<file path="config.mk">
export PLATFORM = sky130hd
export DESIGN_NAME = jedro_1_tohost_dev
export DESIGN_NICKNAME = d
export VERILOG_FILES = /design/src/rtl/jedro_1_tohost_pkg.sv /design/src/rtl/jedro_1_sync_fifo.sv /design/src/rtl/jedro_1_tohost_dev.sv
export SDC_FILE = /design/constraint.sdc
export NUM_CORES = 1
export LEC_CHECK = 0
export ABC_AREA = 1
export BUFFER_PORTS_ARGS = -buffer_cell sky130_fd_sc_hd__buf_2
export CAP_MARGIN = 20
export CORE_AREA = 8 8 195 123
export CTS_CLUSTER_SIZE = 12
export DETAILED_ROUTE_END_ITERATION = 8
export DIE_AREA = 0 0 203 131
export GPL_ROUTABILITY_DRIVEN = 0
export PLACE_DENSITY = 0.66
export SYNTH_ARGS = -nofsm -noshare
export SYNTH_HDL_FRONTEND = slang
export SYNTH_SLANG_ARGS = --single-unit
</file>
<file path="constraint.sdc">
create_clock -name clk_i -period 3.11 [get_ports clk_i]
set_clock_uncertainty 0.15 [all_clocks]
set_input_delay 0.622 -clock clk_i [delete_from_list [all_inputs] [get_ports clk_i]]
set_output_delay 0.622 -clock clk_i [all_outputs]
set_load 0.03 [all_outputs]
</file>
<file path="src/rtl/jedro_1_tohost_pkg.sv">
// ============================================================================
// Module      : jedro_1_tohost_pkg
// Description : Shared constants and helpers for the tohost device slice.
// Revision    : 1.0 - initial release
// ============================================================================
`default_nettype none

package jedro_1_tohost_pkg;

  localparam logic [31:0] c_base_addr_default = 32'hFFFF_FFF0;

  // Word offsets within the 16-byte window (addr[3:2])
  localparam logic [1:0] c_off_halt      = 2'd0;
  localparam logic [1:0] c_off_sig_start = 2'd1;
  localparam logic [1:0] c_off_sig_end   = 2'd2;
  localparam logic [1:0] c_off_console   = 2'd3;

  localparam logic [1:0] c_st_idle  = 2'd0;
  localparam logic [1:0] c_st_resp  = 2'd1;
  localparam logic [1:0] c_st_stall = 2'd2;

  function automatic logic [31:0] apply_be(input logic [31:0] old_val,
                                           input logic [31:0] new_val,
                                           input logic [3:0]  be);
    logic [31:0] res;
    res = old_val;
    for (int b = 0; b < 4; b++) begin
      if (be[b]) res[8*b +: 8] = new_val[8*b +: 8];
    end
    return res;
  endfunction

endpackage

`default_nettype wire

</file>
<file path="src/rtl/jedro_1_sync_fifo.sv">
// ============================================================================
// Module      : jedro_1_sync_fifo
// Description : Single-clock FIFO with occupancy count; push/pop may coincide.
// Revision    : 1.0 - initial release
// ============================================================================
`default_nettype none

module jedro_1_sync_fifo #(
  parameter int DEPTH = 8,
  parameter int WIDTH = 8
) (
  input  logic                       clk_i,
  input  logic                       rstn_i,
  input  logic                       push_i,
  input  logic [WIDTH-1:0]           wdata_i,
  input  logic                       pop_i,
  output logic [WIDTH-1:0]           rdata_o,
  output logic                       full_o,
  output logic                       empty_o,
  output logic [$clog2(DEPTH):0]     count_o
);

  localparam int AW = $clog2(DEPTH);

  logic [WIDTH-1:0] r_mem [DEPTH];
  logic [AW-1:0]    r_wr_ptr;
  logic [AW-1:0]    r_rd_ptr;
  logic [AW:0]      r_count;
  logic             w_do_push;
  logic             w_do_pop;

  assign full_o    = (r_count == (AW+1)'(DEPTH));
  assign empty_o   = (r_count == '0);
  assign count_o   = r_count;
  assign rdata_o   = r_mem[r_rd_ptr];
  assign w_do_push = push_i && !full_o;
  assign w_do_pop  = pop_i && !empty_o;

  always_ff @(posedge clk_i) begin
    if (w_do_push) r_mem[r_wr_ptr] <= wdata_i;
  end

  // Pointers wrap naturally because DEPTH is a power of two
  always_ff @(posedge clk_i) begin
    if (!rstn_i) begin
      r_wr_ptr <= '0;
      r_rd_ptr <= '0;
      r_count  <= '0;
    end else begin
      if (w_do_push) r_wr_ptr <= r_wr_ptr + 1'b1;
      if (w_do_pop)  r_rd_ptr <= r_rd_ptr + 1'b1;
      case ({w_do_push, w_do_pop})
        2'b10:   r_count <= r_count + 1'b1;
        2'b01:   r_count <= r_count - 1'b1;
        default: r_count <= r_count;
      endcase
    end
  end

endmodule

`default_nettype wire

</file>
<file path="src/rtl/jedro_1_tohost_dev.sv">
// ============================================================================
// Module      : jedro_1_tohost_dev
// Description : Memory-mapped halt/signature/console device with stalling writes.
// Revision    : 1.0 - initial release
// ============================================================================
`default_nettype none

module jedro_1_tohost_dev
  import jedro_1_tohost_pkg::*;
#(
  parameter logic [31:0] BASE_ADDR  = c_base_addr_default,
  parameter int          FIFO_DEPTH = 8
) (
  input  logic        clk_i,
  input  logic        rstn_i,
  input  logic        stb_i,
  input  logic [3:0]  we_i,
  input  logic [31:0] addr_i,
  input  logic [31:0] wdata_i,
  output logic [31:0] rdata_o,
  output logic        ack_o,
  output logic        err_o,
  output logic        halt_o,
  output logic [31:0] sig_start_o,
  output logic [31:0] sig_end_o,
  output logic        cons_valid_o,
  output logic [7:0]  cons_data_o,
  input  logic        cons_ready_i
);

  localparam int CW = $clog2(FIFO_DEPTH) + 1;

  logic [1:0]    r_state;
  logic          r_halt;
  logic [31:0]   r_sig_start;
  logic [31:0]   r_sig_end;
  logic [31:0]   r_rdata;
  logic          r_ack;
  logic          r_err;
  logic [7:0]    r_pend;

  logic          w_addr_ok;
  logic          w_is_wr;
  logic [1:0]    w_off;
  logic          w_bad;
  logic          w_push;
  logic [7:0]    w_push_data;
  logic          w_pop;
  logic          w_full;
  logic          w_empty;
  logic [CW-1:0] w_count;
  logic [31:0]   w_rd_val;

  assign w_addr_ok = (addr_i[31:4] == BASE_ADDR[31:4]) && (addr_i[1:0] == 2'b00);
  assign w_is_wr   = |we_i;
  assign w_off     = addr_i[3:2];
  assign w_bad     = !w_addr_ok || (w_is_wr && (w_off == c_off_console) && !we_i[0]);

  // Fullness is the registered count: a pop in the same cycle never lets a push in
  assign w_push = ((r_state == c_st_idle) && stb_i && !w_bad && w_is_wr &&
                   (w_off == c_off_console) && !w_full) ||
                  ((r_state == c_st_stall) && !w_full);
  assign w_push_data = (r_state == c_st_stall) ? r_pend : wdata_i[7:0];
  assign w_pop       = cons_valid_o && cons_ready_i;

  always_comb begin
    w_rd_val = '0;
    case (w_off)
      c_off_halt:      w_rd_val = {31'b0, r_halt};
      c_off_sig_start: w_rd_val = r_sig_start;
      c_off_sig_end:   w_rd_val = r_sig_end;
      default:         w_rd_val = 32'(w_count);
    endcase
  end

  always_ff @(posedge clk_i) begin
    if (!rstn_i) begin
      r_state     <= c_st_idle;
      r_halt      <= 1'b0;
      r_sig_start <= '0;
      r_sig_end   <= '0;
      r_rdata     <= '0;
      r_ack       <= 1'b0;
      r_err       <= 1'b0;
      r_pend      <= '0;
    end else begin
      r_ack   <= 1'b0;
      r_err   <= 1'b0;
      r_rdata <= '0;
      case (r_state)
        c_st_idle: begin
          if (stb_i) begin
            if (w_bad) begin
              r_err   <= 1'b1;
              r_state <= c_st_resp;
            end else if (w_is_wr) begin
              case (w_off)
                c_off_halt:      if (we_i[0] && wdata_i[0]) r_halt <= 1'b1;
                c_off_sig_start: r_sig_start <= apply_be(r_sig_start, wdata_i, we_i);
                c_off_sig_end:   r_sig_end   <= apply_be(r_sig_end, wdata_i, we_i);
                default:         r_pend      <= wdata_i[7:0];
              endcase
              if ((w_off == c_off_console) && w_full) begin
                r_state <= c_st_stall;
              end else begin
                r_ack   <= 1'b1;
                r_state <= c_st_resp;
              end
            end else begin
              r_ack   <= 1'b1;
              r_rdata <= w_rd_val;
              r_state <= c_st_resp;
            end
          end
        end
        c_st_resp: r_state <= c_st_idle;
        c_st_stall: begin
          if (!w_full) begin
            r_ack   <= 1'b1;
            r_state <= c_st_resp;
          end
        end
        default: r_state <= c_st_idle;
      endcase
    end
  end

  jedro_1_sync_fifo #(
    .DEPTH (FIFO_DEPTH),
    .WIDTH (8)
  ) u_fifo (
    .clk_i   (clk_i),
    .rstn_i  (rstn_i),
    .push_i  (w_push),
    .wdata_i (w_push_data),
    .pop_i   (w_pop),
    .rdata_o (cons_data_o),
    .full_o  (w_full),
    .empty_o (w_empty),
    .count_o (w_count)
  );

  assign cons_valid_o = !w_empty;
  assign rdata_o      = r_rdata;
  assign ack_o        = r_ack;
  assign err_o        = r_err;
  assign halt_o       = r_halt;
  assign sig_start_o  = r_sig_start;
  assign sig_end_o    = r_sig_end;

endmodule

`default_nettype wire

</file>
* Word level (Yosys, flattened, before mapping)
Memories as Yosys holds them, arrays and structs flattened. A register that Yosys moved wholly into a read port is not among the register bits. Cells that the tools add are included.
Storage, ports and cells: RAM bits 64, bits in read-only memories 0, output and inout port bits 108, bits in latches 0, memories 1, word-level logic and storage cells 98, register bits after elaboration 119, input port bits 72
Cells by class: eq/ne operators 10, bitwise operators 5, div/mod/pow operators 0, multiply operators 0, reduce and logical (&&, ||, !) cells 41, mux-type cells 20, shifts and indexed selects 0, magnitude comparators 0, add/sub/neg operators 4
Memory list:
- u_fifo.r_mem | words 8, width 8, read ports 1, clocked after Yosys merged registers in 1, wr ports 1, RTL line jedro_1_sync_fifo.sv:25 | logic [WIDTH-1:0] r_mem [DEPTH];
Operator list (number):
- $pmux 32 s3 | 1
- $reduce_and 6->1 | 9
- $eq 28x28->1 const B | 1
- $logic_and 1x1->1 | 14
- $mux 2 | 5
- $eq 2x2->1 const B | 4
- $mux 1 | 8
- $mux 8 | 1
- $pmux 4 s2 | 1
- $reduce_or 8->1 | 1
- $add 3x1->3 const B | 2
- $logic_not 2->1 | 3
- $mux 3 | 2
- $logic_not 1->1 | 5
- $not 1->1 | 5
- $reduce_and 5->1 | 1
- $add 4x1->4 const B | 1
- $eq 2x1->1 const B | 2
- $eq 4x4->1 const B | 1
- $logic_not 4->1 | 1
- $ne 2x2->1 const B | 2
- $pmux 2 s2 | 1
- $reduce_or 4->1 | 1
- $sub 4x1->4 const B | 1
- 6 further kinds | 7

* Depth between registers and ports, before layout
depth in word-level cells 13, gate-level depth with buffers 19, depth with buffers taken out 19

* Modules after synthesis
A second synthesis with hierarchy kept.
Second synthesis, totals: cells, all modules 1122, area, all modules 8699.6 um2
By module, submodules not included:
- jedro_1_tohost_dev | seq. area each 2182.1 um2, cells an instance 847, area an instance 5500.3 um2, times used 1
- jedro_1_sync_fifo | seq. area each 2182.1 um2, cells an instance 275, area an instance 3199.3 um2, times used 1

* Worst setup path after synthesis
No wires, ideal clock.
kind input port to flip-flop, start point input we_i[3], end point register u_fifo.r_count[2] (netlist: u_fifo.count_o[2]), data required time 2.845 ns, setup time 0.115 ns, buffers on the path 1, cell stages on the path 18, arrival time 2.530 ns, setup slack 0.314 ns, cell sequence buf_2 nor2_1 nand2_1 nand3_1 nand2_1 nor2_1 nand4_1 nand2_1 inv_1 ha_1 nand2_1 inv_1 nor2_1 ha_1 a21oi_1 xor2_1 o21ai_0 inv_1
Between the ends: cells in the longest elaborated chain, start to end 13, elaborated cells between the ends (all ways) 15, classes of those cells 2 x eq/ne; 1 x mux; 12 x reduce/logical
RTL lines:
- from (decl) | RTL line jedro_1_tohost_dev.sv:17 | input logic [3:0] we_i,
- $reduce_or 4->1 * | RTL line jedro_1_tohost_dev.sv:55 | assign w_is_wr = |we_i;
- $logic_and 1x1->1 (2 in series) | RTL line jedro_1_tohost_dev.sv:57 | assign w_bad = !w_addr_ok || (w_is_wr && (w_off == c_off_console) && !we_i[0]);
- $logic_or 1x1->1 | RTL line jedro_1_tohost_dev.sv:57
- $logic_not 1->1 | RTL line jedro_1_tohost_dev.sv:60 | assign w_push = ((r_state == c_st_idle) && stb_i && !w_bad && w_is_wr &&
- $logic_and 1x1->1 | RTL line jedro_1_tohost_dev.sv:60
- $logic_and 1x1->1 * (2 in series) | RTL line jedro_1_tohost_dev.sv:60
- $logic_and 1x1->1 * | RTL line jedro_1_tohost_dev.sv:61 | (w_off == c_off_console) && !w_full) ||
- $logic_or 1x1->1 * | RTL line jedro_1_tohost_dev.sv:61
- $logic_and 1x1->1 * | RTL line jedro_1_sync_fifo.sv:36 | assign w_do_push = push_i && !full_o;
- $eq 2x1->1 / $eq 2x2->1 (equally long branches) | RTL line jedro_1_sync_fifo.sv:52 | case ({w_do_push, w_do_pop})
- $pmux 4 s2 / $reduce_bool 2->1 (equally long branches)
- to (signal assigned) | RTL line jedro_1_sync_fifo.sv:53 | 2'b10: r_count <= r_count + 1'b1;
- to (signal assigned) | RTL line jedro_1_sync_fifo.sv:54 | 2'b01: r_count <= r_count - 1'b1;
- to (signal assigned) | RTL line jedro_1_sync_fifo.sv:55 | default: r_count <= r_count;
- to (decl) | RTL line jedro_1_sync_fifo.sv:28 | logic [AW:0] r_count;
Mark *: on every way between the ends. The rest lies on a longest branch, timed or not. A chain may end at the register's enable or synchronous reset.

==> impl_metrics.sql <==
INSERT INTO impl_metrics (metric_group, metric, value, unit) VALUES
('final_layout', 'layout.cells.most_common', 'sky130_fd_sc_hd__nand2_1', ''),
('die', 'floorplan.io_pins', '180', ''),
('final_layout', 'layout-area-overhead-vs-synth', '23.5', '%'),
('logic_synthesis', 'netlist_area', '8280', 'µm²'),
('sta', 'hold_viol_final', '0', ''),
('cts', 'clockBufferDepth', '2', ''),
('sta', 'setup_violations', '0', ''),
('worst_setup_path', 'most_common_cell_type_on_the_critical_path', 'sky130_fd_sc_hd__nor2_1', ''),
('sta', 'post-route-period-util', '0.912', ''),
('final_layout', 'layout_common_cells', '263 x sky130_fd_sc_hd__nand2_1, 201 x sky130_fd_sc_hd__inv_1, 181 x sky130_fd_sc_hd__nor2_1', ''),
('final_layout', 'n_fill_cell', '2085', ''),
('sta', 'final.setup.worst_slack', '274', 'ps'),
('placed_design', 'pre_cts_slack', '2.85', 'ps'),
('sta', 'fmax', '0.353', 'GHz'),
('global_route', 'grt_pass1_vias', '6930', ''),
('global_route', 'wire_length_of_the_first_global_routing_pass', '36900', 'µm'),
('worst_setup_path', 'path_class', 'reg -> out', ''),
('logic_synthesis', 'top_post_synthesis_cells_by_area', 'sky130_fd_sc_hd__dfxtp_1 29%, sky130_fd_sc_hd__edfxtp_1 23%, sky130_fd_sc_hd__nand2_1 12%, sky130_fd_sc_hd__inv_1 9.1%, sky130_fd_sc_hd__nor2_1 8.4%', ''),
('hold_path', 'hold_path.startpoint', 'wdata_i[7]', ''),
('sta', 'worst_slew_pin_slew', '1100', 'ps'),
('cts', 'number_of_cts_inserted_buffers', '17', ''),
('worst_setup_path', 'critical-path-max-stage-delay', '430', 'ps'),
('worst_setup_path', 'endpoint_kind', 'output port', ''),
('worst_setup_path', 'r2r-start', 'r_state[0]', ''),
('placed_design', 'post-dp-hpwl', '17500', 'µm'),
('sta', 'maxSlewHeadroom', '0.257', ''),
('outcome', 'status', 'complete, no violations', ''),
('placed_design', 'dpl-instance-area', '9650', 'µm²'),
('hold_path', 'holdCritPathClass', 'in -> reg', ''),
('cts', 'clock_latency', '430', 'ps'),
('detailed_routing', 'drc_errors', '0', ''),
('die', 'rows', '42', ''),
('worst_setup_path', 'critPathSlowestCell', 'sky130_fd_sc_hd__dfxtp_2', ''),
('logic_synthesis', 'synth.lib_cells_used.distinct', '24', ''),
('logic_synthesis', 'syn_inst', '1100', ''),
('placed_design', 'placement.io_buffers', '179', ''),
('logic_synthesis', 'synth_top_area_share', '0.295', ''),
('cts', 'cts-hold-fix-buffers', '0', ''),
('die', 'dieArea', '26600', 'µm²'),
('logic_synthesis', 'synth-seq-cells', '186', ''),
('detailed_routing', 'detail-route-antenna-nets', '0', ''),
('pwr', 'worst_ir_drop_vdd', '0.518', 'mV'),
('placed_design', 'place_inst', '1554', ''),
('cts', 'cts.root.buffer_cell', 'sky130_fd_sc_hd__clkbuf_16', ''),
('worst_setup_path', 'setup.worst_path.start_class', 'flip-flop', ''),
('logic_synthesis', 'synth_area_per_cell', '7.53', 'µm²'),
('run', 'maxCapViolations', '0', ''),
('sta', 'report.final.slew_viol_count', '0', ''),
('detailed_routing', 'wire_per_inst', '14.9', 'µm'),
('worst_setup_path', 'critical_path_arrival', '2060', 'ps'),
('worst_setup_path', 'path_cells', 'inv_1 > buf_4 > nor2_1 > o22ai_1 > nor2_1 > a31oi_1 > buf_2', ''),
('sta', 'rsz0062_at_grt', 'false', ''),
('die', 'die_height', '131', 'µm'),
('cts', 'cts_setup_buffers', '0', ''),
('final_layout', 'num-nets-final', '1364', ''),
('logic_synthesis', 'yosysWarningCount', '0', ''),
('worst_setup_path', 'critical_path.max_fanout', '32', ''),
('detailed_routing', 'drt-initial-drc-count', '498', ''),
('detailed_routing', 'vias', '7477', ''),
('die', 'die_w', '203', 'µm'),
('global_route', 'overflow', '0', ''),
('global_route', 'grtUsageTotal', '0.175', ''),
('logic_synthesis', 'ys_seq_area_frac', '0.527', ''),
('sta', 'period_minus_slack', '2840', 'ps'),
('die', 'core', '21300', 'µm²'),
('die', 'start_util', '0.389', ''),
('cts', 'cts_num_sinks', '186', ''),
('detailed_routing', 'drt_first_pass_iters', '5', ''),
('detailed_routing', 'vias_per_cell', '4.71', ''),
('worst_setup_path', 'cp.required', '2340', 'ps'),
('logic_synthesis', 'synthDominantAreaCellType', 'sky130_fd_sc_hd__dfxtp_1', '');
[registers in the layout (all words and copies together), names as in the netlist, named ones only]
signal	count
u_fifo.r_wr_ptr	3
err_o	1
halt_o	1
rdata_o	32
u_fifo.count_o	4
sig_start_o	32
r_pend	8
u_fifo.r_rd_ptr	3
u_fifo.r_mem	64
ack_o	1
sig_end_o	32
r_state	2
[worst max-delay path: cells and delay by family, from the launching register on]
family                 cells  cell delay, ps
flip-flops                 1             430
AO/OA/AOI/OAI              2             430
AND/OR/NAND/NOR            2             120
buffers and inverters      3             650
[area by class of cell]
cell class	instances	area, µm²	area share
Timing Repair Buffer	218	1210	0.119
Inverter	201	754	0.0738
Clock buffer	18	450	0.0441
Tap cell	286	358	0.0350
Clock inverter	14	123	0.0120
Antenna cell	1	2.50	0.000245
Multi-Input combinational cell	663	2960	0.289
Sequential cell	186	4370	0.427
[through the flow]
stage / util / total power [µW] / hold WS [ps]
after floorplan: - / 3520 / 283
after global placement: 0.453 / 3950 / 299
after detailed placement: 0.453 / 3960 / 313
after CTS: 0.480 / 6100 / 269
after global routing: 0.480 / 6360 / 310
final: 0.480 / 6050 / 288
[metal layers]
layer  wire, µm  track usage  up-vias
li1           -            -     3830
met1      12000        0.254     3374
met2       9450        0.249      247
met3       2020       0.0606       24
met4        193       0.0348        2
met5         12            0        -
[path summary, 6_finish.rpt]
check / cells past startpoint / end / slack, ps
hold reg to reg: 2 / u_fifo.r_rd_ptr[2] / 330
hold / removal: 3 / r_pend[7] / 290
setup / recovery: 7 / cons_data_o[3] / 270
setup reg to reg: 15 / u_fifo.count_o[3] / 500
[report_power, final]
| part | internal, µW | switching, µW |
|---|---|---|
| clock | 1110 | 1030 |
| sequential | 2560 | 92.2 |
| combinational | 415 | 841 |
[cell usage after synthesis (all sizes together)]
library cell	n
xor2	2
dfxtp	122
nor3b	1
nand4	73
clkbuf	28
edfxtp	64
nor4	1
buf	22
nand3b	1
xnor2	1
nand2	263
o221ai	1
ha	5
nand3	20
a31oi	11
o21ai	48
nor2	185
o22ai	8
nor3	1
a21oi	42
inv	201
[cell families (layout without fill, tap and decap cells)]
family | Yosys count | count (layout) | synth area share
other | 0 | 1 | 0
xor gates and xnor gates | 3 | 3 | 0.00317
AOI/OAI and AO/OA | 110 | 110 | 0.0698
DFF | 186 | 186 | 0.527
and+or+nand+nor | 545 | 545 | 0.275
adders and majority gates | 5 | 5 | 0.00755
buffers and inverters | 251 | 451 | 0.118
Power figures use the tool's default switching activity.
